**src/rtl/ps2_pkg.sv**
```systemverilog
`default_nettype none
// +----------------------------------------------------------------------------+
// | Module      : ps2_pkg                                                      |
// | Description : Shared definitions for the PS/2 receiver: the frame FSM      |
// |               state encoding, the data width of one PS/2 byte and the      |
// |               odd-parity check used on every received frame.               |
// | Revision    : 1.0 - initial release                                        |
// +----------------------------------------------------------------------------+
package ps2_pkg;

  localparam int PS2_DATA_BITS = 8;

  typedef enum logic [1:0] {
    IDLE   = 2'd0,
    DATA   = 2'd1,
    PARITY = 2'd2,
    STOP   = 2'd3
  } ps2_state_e;

  // PS/2 uses odd parity: the eight data bits plus the parity bit must hold
  // an odd number of ones.
  function automatic logic odd_parity_ok(input logic [PS2_DATA_BITS-1:0] data,
                                         input logic                     par);
    return ^{data, par};
  endfunction

endpackage
`default_nettype wire

```
**src/rtl/ps2_rx_fifo.sv**
```systemverilog
`default_nettype none
// +----------------------------------------------------------------------------+
// | Module      : ps2_rx_fifo                                                  |
// | Description : First-word-fall-through byte FIFO for received scan codes.   |
// |               dout always shows the oldest entry while empty is low.       |
// |               A push while full is accepted only if a pop happens in the   |
// |               same cycle; otherwise it is ignored (caller flags overflow). |
// | Ports       : Clock, Resetn (async, active low)                            |
// |               push/din  - write one byte                                   |
// |               pop       - drop the head entry (ignored when empty)         |
// |               dout      - head entry                                       |
// |               empty/full- occupancy flags                                  |
// | Revision    : 1.0 - initial release                                        |
// +----------------------------------------------------------------------------+
module ps2_rx_fifo
  import ps2_pkg::*;
#(
  parameter int DEPTH = 16
) (
  input  logic                     Clock,
  input  logic                     Resetn,
  input  logic                     push,
  input  logic                     pop,
  input  logic [PS2_DATA_BITS-1:0] din,
  output logic [PS2_DATA_BITS-1:0] dout,
  output logic                     empty,
  output logic                     full
);

  localparam int               PTR_W    = (DEPTH > 1) ? $clog2(DEPTH) : 1;
  localparam int               CNT_W    = $clog2(DEPTH + 1);
  localparam logic [PTR_W-1:0] PTR_LAST = PTR_W'(DEPTH - 1);
  localparam logic [CNT_W-1:0] CNT_FULL = CNT_W'(DEPTH);

  logic [PS2_DATA_BITS-1:0] mem_q [DEPTH];
  logic [PTR_W-1:0]         rd_ptr_q, rd_ptr_d;
  logic [PTR_W-1:0]         wr_ptr_q, wr_ptr_d;
  logic [CNT_W-1:0]         count_q,  count_d;
  logic                     do_push, do_pop;

  assign empty   = (count_q == '0);
  assign full    = (count_q == CNT_FULL);
  assign do_pop  = pop & ~empty;
  // A pop frees a slot in the same cycle, so a full FIFO can still accept.
  assign do_push = push & (~full | do_pop);
  assign dout    = mem_q[rd_ptr_q];

  always_comb begin
    rd_ptr_d = rd_ptr_q;
    wr_ptr_d = wr_ptr_q;
    count_d  = count_q;
    if (do_pop) begin
      rd_ptr_d = (rd_ptr_q == PTR_LAST) ? '0 : rd_ptr_q + 1'b1;
    end
    if (do_push) begin
      wr_ptr_d = (wr_ptr_q == PTR_LAST) ? '0 : wr_ptr_q + 1'b1;
    end
    case ({do_push, do_pop})
      2'b10:   count_d = count_q + 1'b1;
      2'b01:   count_d = count_q - 1'b1;
      default: count_d = count_q;
    endcase
  end

  always_ff @(posedge Clock or negedge Resetn) begin
    if (!Resetn) begin
      rd_ptr_q <= '0;
      wr_ptr_q <= '0;
      count_q  <= '0;
    end else begin
      rd_ptr_q <= rd_ptr_d;
      wr_ptr_q <= wr_ptr_d;
      count_q  <= count_d;
    end
  end

  // Storage needs no reset: nothing is visible until count_q says so.
  always_ff @(posedge Clock) begin
    if (do_push) begin
      mem_q[wr_ptr_q] <= din;
    end
  end

endmodule
`default_nettype wire

```
**src/rtl/ps2_rx.sv**
```systemverilog
`default_nettype none
// +----------------------------------------------------------------------------+
// | Module      : ps2_rx                                                       |
// | Description : PS/2 keyboard receiver. Synchronises ps2_clk/ps2_dat,        |
// |               samples data on each ps2_clk falling edge and assembles      |
// |               start/8 data/odd parity/stop frames. A per-frame watchdog    |
// |               aborts frames whose ps2_clk stalls.                          |
// | Config      : PS2_RX_FIFO_EN - when defined, good bytes go into a          |
// |               FIFO_DEPTH first-word-fall-through FIFO popped by key_read;  |
// |               otherwise scan_code holds the last byte and key_valid is a   |
// |               one-cycle strobe.                                            |
// | Ports       : Clock, Resetn (async, active low)                            |
// |               ps2_clk, ps2_dat - raw keyboard lines (async, idle high)     |
// |               key_read         - pop strobe (FIFO build only)              |
// |               scan_code        - received byte                             |
// |               key_valid        - scan_code valid                           |
// |               parity_err/frame_err/overflow - one-cycle error pulses       |
// | Revision    : 1.0 - initial release                                        |
// +----------------------------------------------------------------------------+
module ps2_rx
  import ps2_pkg::*;
#(
  parameter int TIMEOUT_CYCLES = 64,
  parameter int FIFO_DEPTH     = 16
) (
  input  logic                     Clock,
  input  logic                     Resetn,
  input  logic                     ps2_clk,
  input  logic                     ps2_dat,
  input  logic                     key_read,
  output logic [PS2_DATA_BITS-1:0] scan_code,
  output logic                     key_valid,
  output logic                     parity_err,
  output logic                     frame_err,
  output logic                     overflow
);

  localparam int               TMO_W    = $clog2(TIMEOUT_CYCLES + 1);
  localparam logic [TMO_W-1:0] TMO_LAST = TMO_W'(TIMEOUT_CYCLES - 1);
  localparam int               CNT_W    = $clog2(PS2_DATA_BITS);
  localparam logic [CNT_W-1:0] BIT_LAST = CNT_W'(PS2_DATA_BITS - 1);

  logic                     clk_s1_q, clk_s2_q, clk_prev_q;
  logic                     dat_s1_q, dat_s2_q;
  logic                     ps2_fall;
  ps2_state_e               state_q,   state_d;
  logic [CNT_W-1:0]         bit_cnt_q, bit_cnt_d;
  logic [PS2_DATA_BITS-1:0] shift_q,   shift_d;
  logic                     par_q,     par_d;
  logic [TMO_W-1:0]         tmo_q,     tmo_d;
  logic                     perr_q,    perr_d;
  logic                     ferr_q,    ferr_d;
  logic                     deliver;

  assign ps2_fall = clk_prev_q & ~clk_s2_q;

  always_comb begin
    state_d   = state_q;
    bit_cnt_d = bit_cnt_q;
    shift_d   = shift_q;
    par_d     = par_q;
    tmo_d     = tmo_q;
    perr_d    = 1'b0;
    ferr_d    = 1'b0;
    deliver   = 1'b0;
    if (ps2_fall) begin
      tmo_d = '0;
      case (state_q)
        IDLE: begin
          if (!dat_s2_q) begin
            state_d   = DATA;
            bit_cnt_d = '0;
          end else begin
            ferr_d = 1'b1;          // bad start bit
          end
        end
        DATA: begin
          // Shift in at the MSB so the first bit ends up in bit 0.
          shift_d = {dat_s2_q, shift_q[PS2_DATA_BITS-1:1]};
          if (bit_cnt_q == BIT_LAST) begin
            state_d = PARITY;
          end else begin
            bit_cnt_d = bit_cnt_q + 1'b1;
          end
        end
        PARITY: begin
          par_d   = dat_s2_q;
          state_d = STOP;
        end
        default: begin              // STOP
          if (!dat_s2_q) begin
            ferr_d = 1'b1;          // framing outranks parity
          end else if (odd_parity_ok(shift_q, par_q)) begin
            deliver = 1'b1;
          end else begin
            perr_d = 1'b1;
          end
          state_d = IDLE;
        end
      endcase
    end else if (state_q != IDLE) begin
      if (tmo_q == TMO_LAST) begin
        ferr_d    = 1'b1;
        state_d   = IDLE;
        tmo_d     = '0;
        bit_cnt_d = '0;
        shift_d   = '0;
      end else begin
        tmo_d = tmo_q + 1'b1;
      end
    end
  end

  always_ff @(posedge Clock or negedge Resetn) begin
    if (!Resetn) begin
      clk_s1_q   <= 1'b1;
      clk_s2_q   <= 1'b1;
      clk_prev_q <= 1'b1;
      dat_s1_q   <= 1'b1;
      dat_s2_q   <= 1'b1;
      state_q    <= IDLE;
      bit_cnt_q  <= '0;
      shift_q    <= '0;
      par_q      <= 1'b0;
      tmo_q      <= '0;
      perr_q     <= 1'b0;
      ferr_q     <= 1'b0;
    end else begin
      clk_s1_q   <= ps2_clk;
      clk_s2_q   <= clk_s1_q;
      clk_prev_q <= clk_s2_q;
      dat_s1_q   <= ps2_dat;
      dat_s2_q   <= dat_s1_q;
      state_q    <= state_d;
      bit_cnt_q  <= bit_cnt_d;
      shift_q    <= shift_d;
      par_q      <= par_d;
      tmo_q      <= tmo_d;
      perr_q     <= perr_d;
      ferr_q     <= ferr_d;
    end
  end

  assign parity_err = perr_q;
  assign frame_err  = ferr_q;

`ifdef PS2_RX_FIFO_EN
  logic                     fifo_pop, fifo_empty, fifo_full;
  logic [PS2_DATA_BITS-1:0] fifo_dout;
  logic                     overflow_q, overflow_d;

  assign fifo_pop   = key_read & ~fifo_empty;
  assign overflow_d = deliver & fifo_full & ~fifo_pop;

  ps2_rx_fifo #(
    .DEPTH (FIFO_DEPTH)
  ) u_fifo (
    .Clock  (Clock),
    .Resetn (Resetn),
    .push   (deliver),
    .pop    (fifo_pop),
    .din    (shift_q),
    .dout   (fifo_dout),
    .empty  (fifo_empty),
    .full   (fifo_full)
  );

  always_ff @(posedge Clock or negedge Resetn) begin
    if (!Resetn) begin
      overflow_q <= 1'b0;
    end else begin
      overflow_q <= overflow_d;
    end
  end

  assign scan_code = fifo_dout;
  assign key_valid = ~fifo_empty;
  assign overflow  = overflow_q;
`else
  logic [PS2_DATA_BITS-1:0] scan_code_q, scan_code_d;
  logic                     key_valid_q, key_valid_d;
  logic [31:0]              unused_cfg;

  // FIFO_DEPTH and key_read have no role without the FIFO.
  assign unused_cfg = 32'(FIFO_DEPTH) ^ {31'd0, key_read};

  always_comb begin
    scan_code_d = deliver ? shift_q : scan_code_q;
    key_valid_d = deliver;
  end

  always_ff @(posedge Clock or negedge Resetn) begin
    if (!Resetn) begin
      scan_code_q <= '0;
      key_valid_q <= 1'b0;
    end else begin
      scan_code_q <= scan_code_d;
      key_valid_q <= key_valid_d;
    end
  end

  assign scan_code = scan_code_q;
  assign key_valid = key_valid_q;
  assign overflow  = 1'b0;
`endif

endmodule
`default_nettype wire

```
**config.mk**
```make
export PLATFORM = sky130hd
export DESIGN_NAME = ps2_rx
export DESIGN_NICKNAME = d
export VERILOG_FILES = /design/src/rtl/ps2_pkg.sv /design/src/rtl/ps2_rx_fifo.sv /design/src/rtl/ps2_rx.sv
export SDC_FILE = /design/constraint.sdc
export NUM_CORES = 1
export LEC_CHECK = 0
export BUFFER_PORTS_ARGS = -buffer_cell sky130_fd_sc_hd__buf_2
export CAP_MARGIN = 25
export CORE_AREA = 3 3 64 66
export DETAILED_ROUTE_END_ITERATION = 10
export DIE_AREA = 0 0 67 69
export GPL_TIMING_DRIVEN = 0
export SKIP_LAST_GASP = 1
export SYNTH_ARGS = -nofsm -noshare
export SYNTH_HDL_FRONTEND = slang
export SYNTH_SLANG_ARGS = --single-unit
```
**constraint.sdc**
```tcl
create_clock -name Clock -period 2.2 [get_ports Clock]
set_clock_uncertainty 0.2 [all_clocks]
set_input_delay 0.22 -clock Clock [delete_from_list [all_inputs] [get_ports Clock]]
set_output_delay 0.22 -clock Clock [all_outputs]
set_load 0.05 [all_outputs]
```
-- After elaboration in Yosys (flattened, before gate mapping)
Index checks and enable logic that the tools add are counted.
- shift-type cells: 0
- add/subtract/negate cells: 2
- equality and inequality tests: 9
- div/mod/pow operators: 0
- reductions and logical operators: 11
- multiplexer cells: 33
- bitwise logic cells: 2
- order comparisons: 0
- multiply operators: 0
- operators by type and width (operator ; number):
    8-bit two-way mux ; 4
    7-bit two-way mux ; 3
    3-bit two-way mux ; 5
    1-bit two-way mux ; 13
    2-bit two-way mux ; 5
    3-bit != test (second input constant) ; 3
    9-bit XOR reduction ; 1
    7-bit by 1-bit adder with 7-bit output (second input constant) ; 1
    7-bit by 6-bit == test with 1-bit output (second input constant) ; 1
    2-bit one-hot mux with 3 select lines ; 1
    3-bit one-hot mux with 2 select lines ; 1
    2-bit nonzero test ; 3
    5-bit AND reduction ; 1
    4-bit AND reduction ; 1
    3-bit by 1-bit adder with 3-bit output (second input constant) ; 1
    3-bit == test (second input constant) ; 1
    3-bit by 1-bit != test with 1-bit output (second input constant) ; 1
    3-bit AND reduction ; 1
    3-bit OR reduction ; 1
    2-bit by 1-bit == test with 1-bit output (second input constant) ; 1
    2-bit == test (second input constant) ; 1
    2-bit logical NOT ; 1
    2-bit by 1-bit != test with 1-bit output (second input constant) ; 1
    1-bit one-hot mux with 2 select lines ; 1
    4 further kinds ; 4
- bits of input ports: 5
- word-level logic and storage cells: 71
- bits in writable memories: 0
- output and inout bits: 12
- register bits after elaboration: 37
- memory bits (read-only): 0
- memories kept: 0
- bits in latches: 0

-- Depth between registers and ports, before layout
Gate-level depths: netlist (run 1).
- depth after elaboration: 5
- mapped depth: 6
- gate-level depth less buffers: 6

-- Worst setup path before layout (run 1)
OpenSTA, ideal clock, no wires.
- path kind: reg2reg
- start point: register shift_q[3]
- end point: register scan_code_q[0], in the netlist scan_code[0]
- buffers on the path: 0
- cell stages (with the launch flop): 5
- setup time: 125 ps
- arrival time: 1690 ps
- path slack: 186 ps
- period minus slack after synthesis: 2014 ps
- data required time: 1875 ps
- path through: dfrtp_1 > xor2_1 > xnor3_2 > mux2i_4 > mux2_2
- cells in the longest elaborated chain, start to end: 5
- RTL lines (element ; line ; RTL):
    start, declared ; ps2_rx.sv:48 ; logic [PS2_DATA_BITS-1:0] shift_q, shift_d;
    start signal, assigned ; ps2_rx.sv:136 ; shift_q <= shift_d;
    9-bit XOR reduction ; ps2_pkg.sv:24 ; return ^{data, par};
    1-bit two-way mux ; ps2_rx.sv:93 ; end else if (odd_parity_ok(shift_q, par_q)) begin
    1-bit two-way mux ; ps2_rx.sv:91 ; if (!dat_s2_q) begin
    1-bit two-way mux ; ps2_rx.sv:68 ; case (state_q)
    1-bit two-way mux ; ps2_rx.sv:66 ; if (ps2_fall) begin
    end signal, assigned ; ps2_rx.sv:197 ; scan_code_q <= scan_code_d;
    end, declared ; ps2_rx.sv:180 ; logic [PS2_DATA_BITS-1:0] scan_code_q, scan_code_d;
Every way passes these cells.
A chain may end at the register's enable or synchronous reset.

-- Worst setup path in the final report (run 1)
- start point: register shift_q[3]
- end point: register scan_code_q[1], in the netlist scan_code[1]
The elaborated chain is that of the path after synthesis.

==> out/metrics.csv, run 1 <==
metric,value,unit
final_cells,222,
regArea,932,sq um
initial_core_util,0.463,
min-delay-start,dat_s1_q,
final_area,1980,sq um
dp_cells,210,
syn_nets,160,
reg2reg_from,shift_q[3],
hold_slack,0.160,ns
worstSetupStartpointType,flop,
synth_top_cell_area_share,0.475,
rows,22,
power.density,1120,nW/um^2
crit_path_end_kind,flop,
worst-path-max-fanout,7,
viasPerCell,4.98,
yosys.cell_types.count,34,
gr-total-overflow,0,
finalCritPeriodShare,0.955,
post-route-min-period,2.10,ns
syn_to_final_growth,17.5,%
max_freq,0.476,GHz
syn_area,1680,sq um
antenna_found_initial,0,
place_congestion,0.822,
drt-initial-drc-count,108,
hpwl,1960,um
p_leak,0.972,nW
clockBufferDepth,2,
cts_tree,built,
synth.most_common_cell,dfrtp_1,
synth_commonest_cells,"dfrtp_1, nand2_1, mux2_2, nor2_1, o21ai_0",
antenna_cells,0,
drive_above_1_share,0.253,
ys_seq_area_frac,0.553,
rsz0062_at_grt,no,
grt_pass1_vias,1134,
hold_viol,0,
maxSlewHeadroom,0.457,
vdd_drop_max,524,uV
synth-main-ff-cell,dfrtp_1,
num_io_pins,17,
die_y,69,um
clkSinkCount,37,
port-buffer-count,14,
cap_violations,0,
cts.htree.levels,2,
outcome,completed,
arrival,2.07,ns
worstPathRequired,2.17,ns
ys_warn_count,0,
crit_start,shift_q[3],
synth-edff-count,0,
via_count,1106,
clk_pin_slew,0.07,ns
wl,2810,um
first_pass_iters,4,
tightest_slew,0.815,ns
multi_input_area,729,sq um
hold_class,flop to flop,
syn_inst,148,
avgSynthCellArea,11.4,sq um
postPlaceCellArea,1810,sq um
cts_buffers,5,
die_x,67,um
grt_usage,0.141,
final_nets,186,
crit_type,flop to flop,
grt_pass1_wl,4880,um
core,3630,sq um
fp.dieArea,4620,sq um
final_max_slew_viol_count,0,
ys_ff_latch,37,
grt_max_degree,38,
ant_nets,0,
fillerInstances,332,
synthArstFlopShare,1.00,
wl_per_cell,12.7,um
drc_errors,0,
cts_root_buf,clkbuf_8,
ys_top_cells_by_area,"dfrtp_1, dfstp_2, mux2_2",
clock_latency,0.28,ns
setup_viol,0,
yosysTopAreaCell,dfrtp_1,
-- flip-flops by register name (all words and copies together), names as in the netlist --
register and count:
clk_s2_q 1, state_q 2, bit_cnt_q 3, clk_prev_q 1, clk_s1_q 1, shift_q 8, par_q 1, dat_s1_q 1
key_valid 1, parity_err 1, scan_code 8, tmo_q 7, frame_err 1, dat_s2_q 1
-- worst max-delay path, cell delays in order (launching register included) --
cell	delay, ns
dfrtp_1	0.41
xor2_1	0.17
xnor3_2	0.45
mux2i_4	0.28
buf_12	0.14
mux2_2	0.33
-- metrics by stage --
step	setup TNS [ns]	total power, mW	worst slack (ns)	utilization
after floorplan	0	1.60	0.186	-
after global placement	-3.09	1.73	-0.300	0.499
after detailed placement	-2.89	1.76	-0.295	0.499
after CTS	0	2.25	0.0307	0.543
after global routing	0	2.40	0.0120	0.544
final	0	2.22	0.0982	0.544
-- metal layers --
| metal | vias to the layer above | GRT usage | share of wire |
|---|---|---|---|
| li1 | 544 | - | - |
| met1 | 534 | 0.169 | 0.44 |
| met2 | 23 | 0.216 | 0.50 |
| met3 | 5 | 0.0586 | 0.047 |
| met4 | 0 | 0.0653 | 0.016 |
| met5 | - | 0 | 0 |
-- layout by cell type, fill, tap and decap left out, types with 2 or more instances in the layout --
cell / n
a21oi_1: 3
a22o_1: 2
buf_2: 14
buf_4: 2
clkbuf_1: 2
clkbuf_8: 6
dfrtp_1: 32
dfstp_2: 5
dlygate4sd3_1: 3
ha_1: 7
inv_1: 4
mux2_2: 10
nand2_1: 28
nand2b_1: 2
nand3_1: 3
nand4b_1: 2
nor2_1: 10
nor2b_1: 3
o21ai_0: 9
xnor2_1: 5
xor2_1: 3
-- cell families after synthesis --
logic type	Yosys count	synth area share
other	1	0.00223
adders and majority gates	7	0.0520
muxes	12	0.0862
and+or+nand+nor	52	0.138
buffers and inverters	9	0.0223
DFF	37	0.553
AOI/OAI and AO/OA	20	0.0765
xor gates and xnor gates	10	0.0691
-- cell type report --
| class | count | area share |
|---|---|---|
| Sequential cell | 37 | 0.471 |
| Multi-Input combinational cell | 102 | 0.369 |
| Clock buffer | 7 | 0.0436 |
| Inverter | 4 | 0.00759 |
| Timing Repair Buffer | 19 | 0.0645 |
| Tap cell | 48 | 0.0304 |
| Buffer | 5 | 0.0139 |
-- where the power goes --
| part | switching (mW) | leakage, nW | total (mW) | internal (mW) |
|---|---|---|---|---|
| registers | 0.124 | 0.485 | 0.955 | 0.831 |
| logic | 0.422 | 0.442 | 0.802 | 0.380 |
| clock network | 0.215 | 0.0443 | 0.463 | 0.248 |
-- path summary, 6_finish.rpt --
check                                to  slack (ns)  cells after the start
max                        scan_code[1]         0.1                      5
min                            dat_s2_q        0.16                      0
max reg2reg                scan_code[1]         0.1                      5
min reg2reg                    dat_s2_q        0.16                      0
max in group asynchronous         par_q        0.91                      2
min in group asynchronous  scan_code[1]        0.38                      2
-- what timing repair did --
action | CTS | global route
pin swaps | 0 | 1
endpoints found under the hold margin | 34 | 0
endpoints found under the setup margin | 14 | 10
setup buffers | 2 | 0
hold buffers | 3 | 0
gates resized for setup | 3 | 4
Power figures use the tool's default switching activity.
==> run 2: changes to the inputs <==
--- a/config.mk
+++ b/config.mk
@@ -5,11 +5,12 @@
 export SDC_FILE = /design/constraint.sdc
 export NUM_CORES = 1
 export LEC_CHECK = 0
+export ABC_AREA = 1
 export BUFFER_PORTS_ARGS = -buffer_cell sky130_fd_sc_hd__buf_2
 export CAP_MARGIN = 25
-export CORE_AREA = 3 3 64 66
+export CORE_AREA = 3 3 69 71
 export DETAILED_ROUTE_END_ITERATION = 10
-export DIE_AREA = 0 0 67 69
+export DIE_AREA = 0 0 72 74
 export GPL_TIMING_DRIVEN = 0
 export SKIP_LAST_GASP = 1
 export SYNTH_ARGS = -nofsm -noshare
==> run 2 against run 1 <==
Net effect:
- non-clock buffer count decreased by 2
- cell count increased by 34%
- first-iteration DRC count decreased by 39%
- sequential share of layout area decreased by 5.0 points
- power decreased by 15%
- setup slack improved by 0.25 ns
- sequential cell count unchanged
- critical path depth increased by 1
- register-to-register slack improved by 0.25 ns
- via count increased by 27%
- wire length increased by 19%
- critical path type unchanged
==> out/metrics.csv, run 2 <==
metric,value,unit,change
fp.dieArea,5330,sq um,was 4620 sq um
setup_viol,0,,unchanged
vdd_drop_max,349,uV,was 524 uV
regArea,932,sq um,unchanged
yosys.cell_types.count,32,,was 34
grt_max_degree,38,,unchanged
hold_class,flop to flop,,unchanged
place_congestion,0.700,,was 0.822
rows,24,,was 22
syn_area,1950,sq um,was 1680 sq um
ant_nets,0,,unchanged
drt-initial-drc-count,66,,was 108
dp_cells,286,,was 210
wl_per_cell,11.3,um,was 12.7 um
cap_violations,0,,unchanged
cts.htree.levels,2,,unchanged
drive_above_1_share,0.245,,was 0.253
whs_endpoint,clk_s2_q,,was dat_s2_q
clkSinkCount,37,,unchanged
cts_root_buf,clkbuf_8,,unchanged
crit_path_end_kind,flop,,unchanged
power.density,857,nW/um^2,was 1120 nW/um^2
grt_pass1_vias,1286,,was 1134
clockBufferDepth,2,,unchanged
worstSetupStartpointType,flop,,unchanged
antenna_found_initial,0,,unchanged
ys_top_cells_by_area,"dfrtp_1, nand2_1, dfstp_2",,"was dfrtp_1, dfstp_2, mux2_2"
ys_seq_area_frac,0.477,,was 0.553
num_io_pins,17,,unchanged
clock_latency,0.30,ns,was 0.28 ns
ys_ff_latch,37,,unchanged
grt.busiest_layer,met2,,unchanged
synth-edff-count,0,,unchanged
min-delay-start,clk_s1_q,,was dat_s1_q
grt_usage,0.144,,was 0.141
arrival,1.87,ns,was 2.07 ns
layout_common_cells,"nand2_1, dfrtp_1, inv_1",,"was dfrtp_1, nand2_1, buf_2"
crit_type,flop to flop,,unchanged
die_y,74,um,was 69 um
synth_commonest_cells,"nand2_1, dfrtp_1, inv_1, nand3_1, nor2_1",,"was dfrtp_1, nand2_1, mux2_2, nor2_1, o21ai_0"
core,4290,sq um,was 3630 sq um
syn_nets,232,,was 160
synth_top_cell_area_share,0.410,,was 0.475
post-route-min-period,1.85,ns,was 2.10 ns
outcome,completed,,unchanged
wl,3350,um,was 2810 um
fin_util,0.515,,was 0.544
whs_path_depth,0,,unchanged
reg2reg_slack,0.35,ns,was 0.1 ns
crit_start,clk_prev_q,,was shift_q[3]
rr_endpoint,state_q[1],,was scan_code[1]
syn_inst,220,,was 148
first_pass_iters,4,,unchanged
final_max_slew_viol_count,0,,unchanged
via_count,1409,,was 1106
p_leak,1.16,nW,was 0.972 nW
use_met1,0.182,,was 0.169
gr-total-overflow,0,,unchanged
final_nets,256,,was 186
hpwl,2390,um,was 1960 um
worst-path-max-fanout,10,,was 7
drc_errors,0,,unchanged
port-buffer-count,14,,unchanged
max_freq,0.540,GHz,was 0.476 GHz
reg2reg_from,clk_prev_q,,was shift_q[3]
cts-resized-gates,0,,was 3
antenna_cells,0,,unchanged
final_cells,297,,was 222
fillerInstances,422,,was 332
syn_to_final_growth,13.3,%,was 17.5%
clk_pin_slew,0.07,ns,about the same
yosysTopAreaCell,dfrtp_1,,unchanged
viasPerCell,4.74,,was 4.98
grt_pass1_wl,5820,um,was 4880 um
avgSynthCellArea,8.88,sq um,was 11.4 sq um
tightest_slew,0.796,ns,was 0.815 ns
synthArstFlopShare,1.00,,unchanged
cts_tree,built,,unchanged
cts_buffers,5,,unchanged
worstPathRequired,2.22,ns,was 2.17 ns
synth.most_common_cell,nand2_1,,was dfrtp_1
initial_core_util,0.455,,was 0.463
finalCritPeriodShare,0.842,,was 0.955
maxSlewHeadroom,0.469,,was 0.457
rsz0062_at_grt,no,,unchanged
synth-main-ff-cell,dfrtp_1,,unchanged
grt_util_met3,0.0486,,was 0.0586
multi_input_area,893,sq um,was 729 sq um
die_x,72,um,was 67 um
r2r_cells,6,,was 5
ys_warn_count,0,,unchanged
final.setup.tns,0,ns,unchanged
hold_viol,0,,unchanged
layout_commonest_cell,nand2_1,,was dfrtp_1
gr-usage-met2,0.230,,was 0.216
==> run 2: cell count changes in the layout (fill, tap and decap cells not counted), moves of 3 or more <==
cell | previous run | this run
o21ai_1 | 0 | 7
mux2_2 | 10 | 0
nand4_1 | 0 | 9
inv_1 | 4 | 23
inv_2 | 0 | 4
nor2b_1 | 3 | 0
nand2_2 | 0 | 9
o21ai_0 | 9 | 4
xnor2_1 | 5 | 1
nand2_4 | 0 | 5
nand3_1 | 3 | 14
nor2_2 | 0 | 4
nand2_1 | 28 | 59
==> run 2: cells by family after synthesis <==
| group | Yosys count | synth area share |
|---|---|---|
| buf+inv | 32 | 0.0659 |
| other cells | 1 | 0.00192 |
| flops | 37 | 0.477 |
| compound gates | 17 | 0.0531 |
| simple gates | 120 | 0.327 |
| xor+xnor | 6 | 0.0307 |
| fa+ha+maj | 7 | 0.0448 |
==> run 2: how the worst max path moves through the flow <==
stage | slack (ns) | end | cells after the start
CTS | 0.32 | state_q[1] | 6
detailed placement | 0.36 | scan_code[0] | 9
global route | 0.16 | state_q[1] | 6
finish | 0.35 | state_q[1] | 6
global placement | 0.35 | state_q[1] | 6
floorplan | 0.53 | bit_cnt_q[0] | 10
==> run 2: layout make-up <==
cell class	instances	area share
flip-flops and latches	37	0.421
inverters	27	0.0458
clock buffers	7	0.0390
multi-input cells	151	0.404
well taps	52	0.0294
clock inverters	1	0.00339
repair buffers	17	0.0452
plain buffers	5	0.0124
==> run 2: power by group <==
part | switching, mW | internal (mW) | leakage [nW]
clock | 0.254 | 0.255 | 0.0445
combinational | 0.388 | 0.194 | 0.623
sequential | 0.0573 | 0.748 | 0.495
total | 0.699 | 1.20 | 1.16
==> run 2: stage by stage <==
stage	power (mW)	setup WS [ns]	instance area [sq um]	hold WS [ns]
after floorplan	1.28	0.532	1950	-0.276
after global placement	1.39	0.346	2090	0.125
after detailed placement	1.40	0.355	2090	0.126
after CTS	1.92	0.324	2210	0.158
after global routing	2.02	0.159	2210	0.160
final	1.90	0.348	2210	0.157
==> run 2: repair_timing <==
| action | CTS | global route |
|---|---|---|
| hold buffers | 3 | 0 |
| hold endpoints to repair | 34 | 0 |
| buffers inserted | 0 | 0 |
==> run 2: worst max-delay path, cell delays in order, from the launching register on <==
cell      delay, ns
dfstp_2        0.52
inv_1          0.03
nor2_1         0.20
buf_4          0.23
clkbuf_1       0.36
nand2_1        0.09
o21ai_1        0.15
==> run 2: layer usage <==
metal	share of wire	vias to the layer above
li1	-	744
met1	0.50	642
met2	0.44	18
met3	0.039	5
met4	0.017	0
met5	0	-
